`src/rtl/display_pkg.sv`:
```
// Shared types and constants for the display pixel unpacker.
// DISPLAY_RGB_OUT_EN selects the RGB converter pipeline depth.
package display_pkg;

  localparam int MB_X_BITS = 8;
  localparam int MB_Y_BITS = 8;

  localparam logic [7:0] BLACK_Y = 8'd16;
  localparam logic [7:0] BLACK_C = 8'd128;

  localparam logic signed [19:0] COEF_Y   = 20'sd298;
  localparam logic signed [19:0] COEF_RV  = 20'sd409;
  localparam logic signed [19:0] COEF_GU  = 20'sd100;
  localparam logic signed [19:0] COEF_GV  = 20'sd208;
  localparam logic signed [19:0] COEF_BU  = 20'sd516;
  localparam logic signed [19:0] COEF_RND = 20'sd128;

`ifdef DISPLAY_RGB_OUT_EN
  localparam int RGB_PIPE_DEPTH = 3;
`else
  localparam int RGB_PIPE_DEPTH = 0;
`endif

  typedef struct packed {
    logic [7:0] c0;
    logic [7:0] c1;
    logic [7:0] c2;
  } pixel_t;

  // Rounded sum -> 8-bit channel, saturating at both ends.
  function automatic logic [7:0] clamp_u8(input logic signed [19:0] sum);
    logic signed [19:0] sh;
    sh = sum >>> 8;
    if (sh < 20'sd0) return 8'd0;
    if (sh > 20'sd255) return 8'hff;
    return sh[7:0];
  endfunction

endpackage

```
`src/rtl/display_pixel_unpack_ycbcr_to_rgb.sv`:
```
// Three-stage BT.601 YCbCr -> RGB converter: offset, multiply, sum/round/clamp.
// Fixed 3-cycle latency, no backpressure; outputs are zero when the pixel is not valid.
module ycbcr_to_rgb
  import display_pkg::*;
(
  input  logic   video_clk,
  input  logic   rst_n,
  input  pixel_t ycc,
  input  logic   in_de,
  output pixel_t rgb,
  output logic   out_de
);

  logic signed [19:0] s1_y, s1_cb, s1_cr;
  logic               s1_de;
  logic signed [19:0] s2_y, s2_rv, s2_gu, s2_gv, s2_bu;
  logic               s2_de;
  logic signed [19:0] r_sum, g_sum, b_sum;

  always_ff @(posedge video_clk or negedge rst_n) begin
    if (!rst_n) begin
      s1_y  <= '0;
      s1_cb <= '0;
      s1_cr <= '0;
      s1_de <= 1'b0;
      s2_y  <= '0;
      s2_rv <= '0;
      s2_gu <= '0;
      s2_gv <= '0;
      s2_bu <= '0;
      s2_de <= 1'b0;
      rgb   <= '0;
      out_de <= 1'b0;
    end else begin
      s1_y  <= $signed({12'd0, ycc.c0}) - 20'sd16;
      s1_cb <= $signed({12'd0, ycc.c1}) - 20'sd128;
      s1_cr <= $signed({12'd0, ycc.c2}) - 20'sd128;
      s1_de <= in_de;

      s2_y  <= s1_y * COEF_Y;
      s2_rv <= s1_cr * COEF_RV;
      s2_gu <= s1_cb * COEF_GU;
      s2_gv <= s1_cr * COEF_GV;
      s2_bu <= s1_cb * COEF_BU;
      s2_de <= s1_de;

      out_de <= s2_de;
      if (s2_de) begin
        rgb.c0 <= clamp_u8(r_sum);
        rgb.c1 <= clamp_u8(g_sum);
        rgb.c2 <= clamp_u8(b_sum);
      end else begin
        rgb <= '0;
      end
    end
  end

  always_comb begin
    r_sum = s2_y + s2_rv + COEF_RND;
    g_sum = s2_y - s2_gu - s2_gv + COEF_RND;
    b_sum = s2_y + s2_bu + COEF_RND;
  end

endmodule

```
`src/rtl/display_pixel_unpack.sv`:
```
// Serialises 64-bit luma/chroma words into one pixel per video_clk, blacks out-of-picture pixels.
// Latency 2 cycles (5 with DISPLAY_RGB_OUT_EN); no backpressure, syncs delayed to match.
module display_pixel_unpack
  import display_pkg::*;
#(
  parameter logic [7:0] PIC_BLACK_Y = BLACK_Y,
  parameter logic [7:0] PIC_BLACK_C = BLACK_C
) (
  input  logic                 video_clk,
  input  logic                 rst_n,
  input  logic                 video_is_next_pixel_active,
  input  logic [12:0]          video_next_x,
  input  logic [12:0]          video_y,
  input  logic                 video_hs_n,
  input  logic                 video_vs_n,
  input  logic [MB_X_BITS:0]   pic_width_in_mbs,
  input  logic [MB_Y_BITS:0]   pic_height_in_map_units,
  input  logic [63:0]          y_data,
  input  logic [63:0]          u_data,
  input  logic [63:0]          v_data,
  output logic [7:0]           pix_c0,
  output logic [7:0]           pix_c1,
  output logic [7:0]           pix_c2,
  output logic                 out_de,
  output logic                 out_hs_n,
  output logic                 out_vs_n
);

  localparam int SYNC_DEPTH = 1 + RGB_PIPE_DEPTH;

  logic [12:0] cur_x;
  logic        cur_act;
  logic [63:0] y_word, u_word, v_word;
  logic [12:0] pic_w_px, pic_h_px;
  logic        in_pic;
  pixel_t      b_pix_nxt, b_pix, final_pix;
  logic        b_de, final_de;
  logic [SYNC_DEPTH-1:0] hs_pipe, vs_pipe;

  // Stage A: capture position and word groups for the pixel presented next cycle.
  always_ff @(posedge video_clk or negedge rst_n) begin
    if (!rst_n) begin
      cur_x   <= '0;
      cur_act <= 1'b0;
      y_word  <= '0;
      u_word  <= '0;
      v_word  <= '0;
    end else begin
      cur_act <= video_is_next_pixel_active;
      if (video_is_next_pixel_active) begin
        cur_x <= video_next_x;
        if (video_next_x[2:0] == 3'd0) y_word <= y_data;
        if (video_next_x[3:0] == 4'd0) begin
          u_word <= u_data;
          v_word <= v_data;
        end
      end
    end
  end

  assign pic_w_px = {pic_width_in_mbs, 4'b0000};
  assign pic_h_px = {pic_height_in_map_units, 4'b0000};
  assign in_pic   = (cur_x < pic_w_px) && (video_y < pic_h_px);

  // Chroma is indexed at half rate: each Cb/Cr byte covers two adjacent pixels.
  always_comb begin
    b_pix_nxt = '0;
    if (cur_act) begin
      if (in_pic) begin
        b_pix_nxt.c0 = y_word[{cur_x[2:0], 3'b000} +: 8];
        b_pix_nxt.c1 = u_word[{cur_x[3:1], 3'b000} +: 8];
        b_pix_nxt.c2 = v_word[{cur_x[3:1], 3'b000} +: 8];
      end else begin
        b_pix_nxt.c0 = PIC_BLACK_Y;
        b_pix_nxt.c1 = PIC_BLACK_C;
        b_pix_nxt.c2 = PIC_BLACK_C;
      end
    end
  end

  always_ff @(posedge video_clk or negedge rst_n) begin
    if (!rst_n) begin
      b_pix <= '0;
      b_de  <= 1'b0;
    end else begin
      b_pix <= b_pix_nxt;
      b_de  <= cur_act;
    end
  end

  // Syncs already refer to the current pixel, so they need one stage less than the data.
  always_ff @(posedge video_clk or negedge rst_n) begin
    if (!rst_n) begin
      hs_pipe <= '1;
      vs_pipe <= '1;
    end else begin
      hs_pipe[0] <= video_hs_n;
      vs_pipe[0] <= video_vs_n;
      for (int i = 1; i < SYNC_DEPTH; i++) begin
        hs_pipe[i] <= hs_pipe[i-1];
        vs_pipe[i] <= vs_pipe[i-1];
      end
    end
  end

`ifdef DISPLAY_RGB_OUT_EN
  ycbcr_to_rgb u_csc (
    .video_clk (video_clk),
    .rst_n     (rst_n),
    .ycc       (b_pix),
    .in_de     (b_de),
    .rgb       (final_pix),
    .out_de    (final_de)
  );
`else
  assign final_pix = b_pix;
  assign final_de  = b_de;
`endif

  assign pix_c0   = final_pix.c0;
  assign pix_c1   = final_pix.c1;
  assign pix_c2   = final_pix.c2;
  assign out_de   = final_de;
  assign out_hs_n = hs_pipe[SYNC_DEPTH-1];
  assign out_vs_n = vs_pipe[SYNC_DEPTH-1];

endmodule

```
`config.mk`:
```
export PLATFORM = sky130hd
export DESIGN_NAME = display_pixel_unpack
export DESIGN_NICKNAME = d
export VERILOG_FILES = /design/src/rtl/display_pkg.sv /design/src/rtl/display_pixel_unpack_ycbcr_to_rgb.sv /design/src/rtl/display_pixel_unpack.sv
export SDC_FILE = /design/constraint.sdc
export NUM_CORES = 1
export LEC_CHECK = 0
export CAP_MARGIN = 0
export CORE_MARGIN = 5
export CORE_UTILIZATION = 55
export CTS_BUF_LIST = sky130_fd_sc_hd__clkbuf_2
export CTS_CLUSTER_DIAMETER = 40
export CTS_CLUSTER_SIZE = 16
export DETAILED_ROUTE_END_ITERATION = 8
export GPL_TIMING_DRIVEN = 0
export PLACE_DENSITY = 0.95
export SLEW_MARGIN = 20
export SYNTH_ARGS = -nofsm -noshare
export SYNTH_HDL_FRONTEND = slang
export SYNTH_SLANG_ARGS = --single-unit
```
`constraint.sdc`:
```
create_clock -name video_clk -period 3.1 [get_ports video_clk]
set_input_delay 0.62 -clock video_clk [delete_from_list [all_inputs] [get_ports video_clk]]
set_output_delay 0.62 -clock video_clk [all_outputs]
set_load 0.01 [all_outputs]
```
==> key figures, run 1 <==
Status
  • Outcome: complete, no violations

Final layout
  • Most common cell after layout, fill and taps aside: clkdlybuf4s50_1
  • Util after Layout: 73.52%
  • P&R area growth vs syn: 32.95%
  • Share of cells above drive strength 1: 37.77%
  • Most frequent cells in the layout: clkdlybuf4s50_1, dfrtp_1, mux2_2, mux4_2, clkbuf_2
  • Post-Layout Cell Count: 1,198
  • Nets@finish: 1,194

Critical path
  • WP buf/inv: 1
  • Crit Path Max Fanout: 1
  • Worst reg2reg startpoint: cur_x[1]
  • Worst path max stage delay: 0.55 ns
  • CP Launch Type: flip-flop
  • Reg2Reg Setup Slack: 1.05 ns
  • Setup CP Type: flip-flop to output port
  • CP max stage cell: dfstp_2
  • Crit-path cells: clkdlybuf4s50_1
  • Arrival @ worst endpoint: 1.82 ns
  • CP Capture Type: output port
  • WP data required: 2.48 ns
  • Crit-path leading delay family: flip-flops
  • Worst r2r path cells: 6
  • FF-to-FF End: pix_c0[3]

Pwr
  • Worst vdd ir: 0.3654 mV
  • Design Power: 7.510 mW
  • LEAKAGE: 5.893 nW
  • Power Density: 549.8 mW/mm2

Timing
  • Unrepaired setup endpoints after global routing: no
  • Final Hold Fails: 0
  • Setup ws final: 0.6592 ns
  • Fmax: 0.4097 GHz
  • Worst-Margin Slew: 0.6935 ns
  • Clock skew: 0.07456 ns
  • # setup viols final: 0
  • Period Utilization, post-route: 78.74%
  • Final Max Tran Viols: 0
  • Rel. slew slack: 53.77%
  • Minimum clock period: 2.441 ns

Clock tree
  • Number of buffers created by CTS: 35
  • Clock transition at path regs: 0.16 ns
  • CTS tree: yes
  • CTS resizes: 0
  • Clk_lat worst skew: 0.75 ns
  • Root Driver: clkbuf_2
  • CTS sink cnt: 233
  • Clock Tree Buf Depth: 3
  • H-tree depth: 2

Job
  • Max-Cap Viols: 0

Floorplanning
  • Starting Density: 55.30%
  • Die area: 0.02152 mm2
  • Number of I/O pins: 268
  • Core Region: 0.01858 mm2
  • Die width: 146.7 um
  • Vert. Die Dim: 146.7 um
  • Row cnt: 50

Global route
  • Largest net degree at the start of global routing: 100
  • GRT overflow: 0
  • Gr usage total: 25.14%
  • Initial antenna violation count: 3
  • Vias in the first global route: 7,575
  • First-pass GRT wire length: 41,890 um

Synthesis
  • Post-synth top area share: 56.26%
  • Cell count after synthesis: 634
  • Synth cell types: 31
  • Synth top area cells: dfrtp_1, mux2_2, mux4_2
  • Synthesized area: 0.01027 mm2
  • Async SR Flop Fraction: 100.0%
  • Area leader, netlist: dfrtp_1
  • Post-synthesis net count: 891
  • Ys flop type: dfrtp_1
  • Synth Area per Inst: 16.21 um2
  • Register area share after synthesis: 56.77%
  • Post-synth EDFFs: 0
  • Synth warn: 0
  • Synthesized flop and latch total: 233

Detailed routing
  • Post-route ant nets: 0
  • Final wirelength: 26,580 um
  • Iter 0 DRT Violations: 252
  • Drt pass-1 iters: 4
  • DR vias: 6,683
  • Via density per instance: 5.578
  • Drt drc: 0
  • Routed len/inst: 22.19 um

Place
  • Worst slack at placement: 0.1862 ns
  • RD Place Congestion: 0.7953
  • I/O Buffers: 263
  • Detailed Place HPWL: 20,070 um
  • Placed cell count: 1,133

Min path
  • Hold path endpoint: out_hs_n
  • HP Start: video_hs_n
  • Hold Crit Depth: 1
  • HP Class: input pin to flip-flop
[area by class of cell]
type	count	area, um2
Sequential cell	233	5833
Fill cell	1148	4920
Multi-Input combinational cell	346	4136
Timing Repair Buffer	266	2703
Tap cell	234	292.8
Buffer	38	241.5
Clock buffer	40	200.2
Clock inverter	21	182.7
Inverter	17	63.81
Antenna cell	3	7.507
[synthesized netlist by cell type (all sizes together) (2+ instances only)]
library cell	instances
a211oi	2
a21oi	5
buf	38
dfrtp	231
dfstp	2
ha	16
inv	17
mux2	208
mux2i	21
mux4	48
nand2	2
nand3	3
nor2	22
nor3	2
o21ai	4
o31a	3
[power by group]
part	internal, mW	switching, mW	total, mW
combinational	1.19	0.617	1.81
clock	0.573	1.15	1.72
sequential	3.66	0.322	3.98
[stage by stage]
stage	hold WS, ns	cell area, um2	TNS, ns
floorplan	0.3244	10270	0
finish	0.2722	13660	0
detailed placement	0.4685	13260	0
global placement	0.4635	13200	-1926.06
CTS	0.2107	13650	0
global route	0.2049	13660	0
[routing by layer]
metal,routed length [um],track usage (%),vias up
met5,0,0,-
met4,1054,10.68,0
li1,-,-,2949
met2,13470,42.13,248
met1,10240,31.95,3416
met3,1818,5.307,70
[worst max-delay path by stage]
stage                 endpoint  cells past startpoint  slack [ns]                       start
floorplan            pix_c0[4]                      6        0.92  pic_height_in_map_units[8]
global placement    v_word[27]                      1       -8.31                       rst_n
detailed placement   pix_c2[6]                      9        0.19  pic_height_in_map_units[8]
CTS                   out_hs_n                      1        0.59                    out_hs_n
global route          out_hs_n                      1        0.57                    out_hs_n
finish                out_hs_n                      1        0.66                    out_hs_n
[cell families (layout without fill, tap and decap cells)]
kind of cell / Yosys count / after routing / share of synthesized area, %
compound gates: 17 / 17 / 1.181
fa+ha+maj: 16 / 16 / 1.948
buf+inv: 55 / 382 / 2.971
flops: 233 / 233 / 56.77
mux: 277 / 277 / 35.36
other cells: 0 / 3 / 0
simple gates: 36 / 36 / 1.766
[what timing repair did]
action / CTS / global route
hold buffers: 1 / 0
endpoints found under the hold margin: 39 / 0
buffers inserted: 0 / 0
[sequential cells by signal (all words and copies together) (netlist names)]
| register | count |
|---|---|
| out_hs_n | 1 |
| pix_c2 | 8 |
| pix_c1 | 8 |
| cur_x | 13 |
| v_word | 64 |
| cur_act | 1 |
| out_de | 1 |
| out_vs_n | 1 |
| u_word | 64 |
| y_word | 64 |
| pix_c0 | 8 |
(Power assumes the default switching activity.)
==> run 2, diff against run 1 <==
CORE_UTILIZATION = 51   (was 55)
PLACE_DENSITY = 0.91   (was 0.95)
clock period = 2.3 ns   (was 3.1 ns; I/O delays follow)
==> run 2 against run 1 <==
Critical path depth is the same. Design area grew 0.77%. First-iteration DRC count shrank 2.4%. Largest power group unchanged.
==> key figures, run 2 (same netlist as run 1, synthesis figures left out) <==
Critical path
  • Setup crit start: pix_c1[4]
  • Arrival @ worst endpoint: 1.70 ns
  • Crit-path leading delay family: buffers and inverters
  • Worst reg2reg startpoint: cur_x[1]
  • CP Launch Type: flip-flop
  • CP max stage cell: clkdlybuf4s50_1
  • CP Capture Type: output port
  • WP buf/inv: 1
  • WP data required: 1.84 ns
  • Cell depth of the worst setup path: 1
  • Worst path max stage delay: 0.54 ns
  • Crit Path Max Fanout: 1
  • Worst r2r path cells: 6
  • Crit-path cells: clkdlybuf4s50_1
  • Setup CP Type: flip-flop to output port
  • FF-to-FF End: pix_c0[7]
  • Reg2Reg Setup Slack: 0.27 ns

Timing
  • Final Max Tran Viols: 0
  • Period Utilization, post-route: 94.12%
  • Final Hold Fails: 0
  • # setup viols final: 0
  • Unrepaired setup endpoints after global routing: no
  • Minimum clock period: 2.165 ns
  • Rel. slew slack: 57.83%
  • Fmax: 0.4620 GHz
  • Hold Worst Slack: 0.2422 ns
  • Worst-Margin Slew: 0.6325 ns
  • Setup ws final: 0.1353 ns
  • Clock skew: 0.1204 ns

Clock tree
  • Number of buffers created by CTS: 35
  • CTS sink cnt: 233
  • Clock transition at path regs: 0.21 ns
  • Root Driver: clkbuf_2
  • Postcts setup bufs: 0
  • CTS tree: yes
  • H-tree depth: 2
  • Clock Tree Buf Depth: 3
  • Clk_lat worst skew: 0.79 ns

Floorplanning
  • Core Region: 0.02004 mm2
  • Die width: 151.9 um
  • Die area: 0.02309 mm2
  • Starting Density: 51.27%
  • Vert. Die Dim: 151.9 um
  • Number of I/O pins: 268
  • Row cnt: 52

Global route
  • Initial antenna violation count: 5
  • First-pass GRT wire length: 42,080 um
  • GRT overflow: 0
  • Largest net degree at the start of global routing: 93
  • Vias in the first global route: 7,620
  • Gr usage total: 23.26%

Min path
  • HP Class: input pin to async pin

Detailed routing
  • Post-route ant nets: 0
  • Drt pass-1 iters: 4
  • Iter 0 DRT Violations: 246
  • Routed len/inst: 21.93 um
  • Final wirelength: 27,150 um
  • Via density per instance: 5.406
  • DR vias: 6,693
  • Drt drc: 0

Status
  • Outcome: complete, no violations

Place
  • Worst slack at placement: -0.5367 ns
  • Detailed Place HPWL: 20,240 um
  • Placed cell count: 1,169
  • I/O Buffers: 263
  • RD Place Congestion: 0.8547

Pwr
  • Power Density: 748.0 mW/mm2
  • Design Power: 10.30 mW
  • Worst vdd ir: 0.5099 mV
  • LEAKAGE: 5.937 nW

Final layout
  • Util after Layout: 68.69%
  • Biggest regs: u_word x64, v_word x64, y_word x64
  • Most frequent cells in the layout: clkdlybuf4s50_1, dfrtp_1, mux2_2, mux4_2, clkbuf_2
  • Most common cell after layout, fill and taps aside: clkdlybuf4s50_1
  • P&R area growth vs syn: 33.97%
  • Share of cells above drive strength 1: 37.90%
  • Post-Layout Cell Count: 1,238
  • Nets@finish: 1,196

Job
  • Max-Cap Viols: 0
## run 2: cell type report
type / count / area, um2
Fill cell: 1418 / 6274
Antenna cell: 5 / 12.51
Tap cell: 270 / 337.8
Sequential cell: 233 / 5833
Inverter: 17 / 63.81
Clock buffer: 39 / 195.2
Multi-Input combinational cell: 346 / 4136
Timing Repair Buffer: 268 / 2723
Buffer: 38 / 241.5
Clock inverter: 22 / 222.7
## run 2: per-stage QoR
| stage | area, um2 | setup TNS [ns] |
|---|---|---|
| global route | 13770 | 0 |
| floorplan | 10270 | 0 |
| finish | 13770 | 0 |
| detailed placement | 13310 | -72.34 |
| CTS | 13740 | 0 |
| global placement | 13250 | -2119.42 |
## run 2: per-layer routing
layer | track usage [%] | routed length [um] | vias up
li1 | - | - | 2956
met1 | 28.85 | 10810 | 3454
met2 | 39.73 | 13910 | 222
met3 | 5.432 | 1516 | 61
met4 | 9.161 | 907 | 0
met5 | 0 | 0 | -
## run 2: how the worst max path moves through the flow
stage | to
after floorplan | pix_c0[4]
after global placement | v_word[19]
after detailed placement | u_word[61]
after CTS | pix_c1[0]
after global routing | pix_c2[0]
final | pix_c1[4]
## run 2: what timing repair did
action,CTS,global route
resized for setup,2,1
pin swaps,0,0
hold buffers,2,1
endpoints found under the setup margin,2,1
endpoints found under the hold margin,75,1
## run 2: power by group
| part | switching, mW | internal (mW) | leakage (nW) | total (mW) |
|---|---|---|---|---|
| registers | 0.429 | 4.93 | 2.86 | 5.36 |
| logic | 0.832 | 1.61 | 2.82 | 2.44 |
| clock network | 1.67 | 0.822 | 0.261 | 2.50 |
==> run 3, diff against run 2 <==
MAX_ROUTING_LAYER = met4   (was unset)
SETUP_SLACK_MARGIN = 0.4   (was unset)
==> run 3 against run 2 <==
Global-route usage rose by 0.90 points. Fmax rose by 8.3%. Hold slack got worse by 0.020 ns. Sequential power barely moved. Sequential share of layout area fell by 0.62 points. Clock-buffer cell count did not move. Largest power group unchanged.
==> key figures, run 3 (same netlist as run 1, synthesis figures left out) <==
Status
  • Outcome: complete, no violations

Clock tree
  • Clk_lat worst skew: 0.79 ns
  • Root Driver: clkbuf_2
  • Clock Tree Buf Depth: 3
  • CTS sink cnt: 233
  • Number of buffers created by CTS: 35
  • Clock transition at path regs: 0.24 ns
  • H-tree depth: 2
  • CTS tree: yes

Critical path
  • Arrival @ worst endpoint: 2.63 ns
  • Worst reg2reg startpoint: cur_x[12]
  • CP Capture Type: flip-flop
  • CP Launch Type: input pin
  • FF-to-FF End: pix_c0[7]
  • Crit Path Max Fanout: 5
  • Worst r2r path cells: 7
  • Setup CP Type: input pin to flip-flop
  • WP data required: 2.93 ns
  • Reg2Reg Setup Slack: 0.31 ns

Detailed routing
  • DR vias: 6,729
  • Final wirelength: 27,420 um
  • Iter 0 DRT Violations: 393
  • Drt drc: 0
  • Routed len/inst: 22.04 um
  • Drt pass-1 iters: 4
  • Via density per instance: 5.409
  • Post-route ant nets: 0

Pwr
  • Design Power: 10.55 mW
  • Power Density: 755.2 mW/mm2
  • Worst vdd ir: 0.4560 mV
  • LEAKAGE: 6.064 nW

Floorplanning
  • Die width: 151.9 um
  • Vert. Die Dim: 151.9 um
  • Die area: 0.02309 mm2
  • Core Region: 0.02004 mm2
  • Number of I/O pins: 268
  • Starting Density: 51.27%
  • Row cnt: 52

Timing
  • Period Utilization, post-route: 86.88%
  • Worst-Margin Slew: 0.6334 ns
  • # setup viols final: 0
  • Unrepaired setup endpoints after global routing: yes
  • Clock skew: 0.1086 ns
  • Final Max Tran Viols: 0
  • Rel. slew slack: 57.77%
  • Fmax: 0.5004 GHz
  • Minimum clock period: 1.998 ns
  • Hold Worst Slack: 0.2220 ns
  • Final Hold Fails: 0

Min path
  • HP Class: input pin to async pin

Final layout
  • Area of the multi-input gates: 0.004275 mm2
  • Biggest regs: u_word x64, v_word x64, y_word x64
  • Seq. cell area: 0.005833 mm2
  • Most common cell after layout, fill and taps aside: clkdlybuf4s50_1
  • Share of cells above drive strength 1: 42.21%
  • P&R area growth vs syn: 35.97%
  • Util after Layout: 69.72%
  • Most frequent cells in the layout: clkdlybuf4s50_1, dfrtp_1, mux2_2, mux4_2, clkbuf_2
  • Nets@finish: 1,201
  • # fillers: 1,377

Job
  • Max-Cap Viols: 0

Place
  • Detailed Place HPWL: 20,030 um
  • RD Place Congestion: 0.8582
  • I/O Buffers: 263

Global route
  • GRT overflow: 0
  • Vias in the first global route: 7,654
  • Gr usage total: 24.15%
  • Initial antenna violation count: 4
  • Largest net degree at the start of global routing: 95
  • First-pass GRT wire length: 42,550 um
run 3: worst max-delay path: stages:
cell and delay [ns]:
clkdlybuf4s50_1 0.48, inv_1 0.07, ha_4 0.22, a211oi_2 0.19, o21a_2 0.20, o21ai_2 0.07
or4b_4 0.65, buf_12 0.19, nor2_1 0.10
run 3: layout make-up:
class | count | share of cell area [%]
Clock inverter | 23 | 1.809
Timing Repair Buffer | 273 | 19.31
Buffer | 38 | 2.167
Clock buffer | 39 | 1.397
Sequential cell | 233 | 41.75
Antenna cell | 5 | 0.08956
Inverter | 17 | 0.4567
Tap cell | 270 | 2.418
Multi-Input combinational cell | 346 | 30.60
run 3: per-layer routing:
metal	wire length (um)	up-vias	global-route usage [%]
li1	-	2971	-
met1	10950	3480	29.63
met2	14190	231	40.09
met3	1591	47	5.461
met4	685	0	7.920
met5	0	-	-
run 3: what timing repair did:
action | in CTS | in global routing
cloned | 0 | 2
gates resized for setup | 104 | 45
setup endpoints to repair | 46 | 36
setup buffers | 1 | 1
hold buffers | 3 | 1
pin swaps | 2 | 18
endpoints found under the hold margin | 79 | 1
run 3: per-stage QoR:
step           setup WS, ns  setup TNS (ns)  instance area (um2)  cells
2_1_floorplan        0.4011               0                10290    634
3_3_place_gp         -8.975        -2139.14                13260   1167
3_5_place_dp        -0.4872          -63.14                13320   1169
4_1_cts              0.3271               0                13790   1235
5_1_grt              0.2176               0                13970   1244
6_report             0.3018               0                13970   1244
run 3: how the worst max path moves through the flow:
stage	cells past startpoint	to	slack [ns]	start
final	9	pix_c0[7]	0.30	pic_height_in_map_units[4]
after global routing	7	pix_c0[7]	0.22	cur_x[12]
after CTS	1	out_hs_n	0.33	out_hs_n
after detailed placement	6	u_word[44]	-0.49	video_is_next_pixel_active
after global placement	1	v_word[18]	-8.97	rst_n
after floorplan	6	pix_c0[4]	0.40	pic_width_in_mbs[4]
run 3: power by group:
group | internal [mW] | switching, mW | total (mW)
clock network | 1.02 | 1.63 | 2.65
logic | 1.64 | 0.903 | 2.54
registers | 4.93 | 0.429 | 5.36
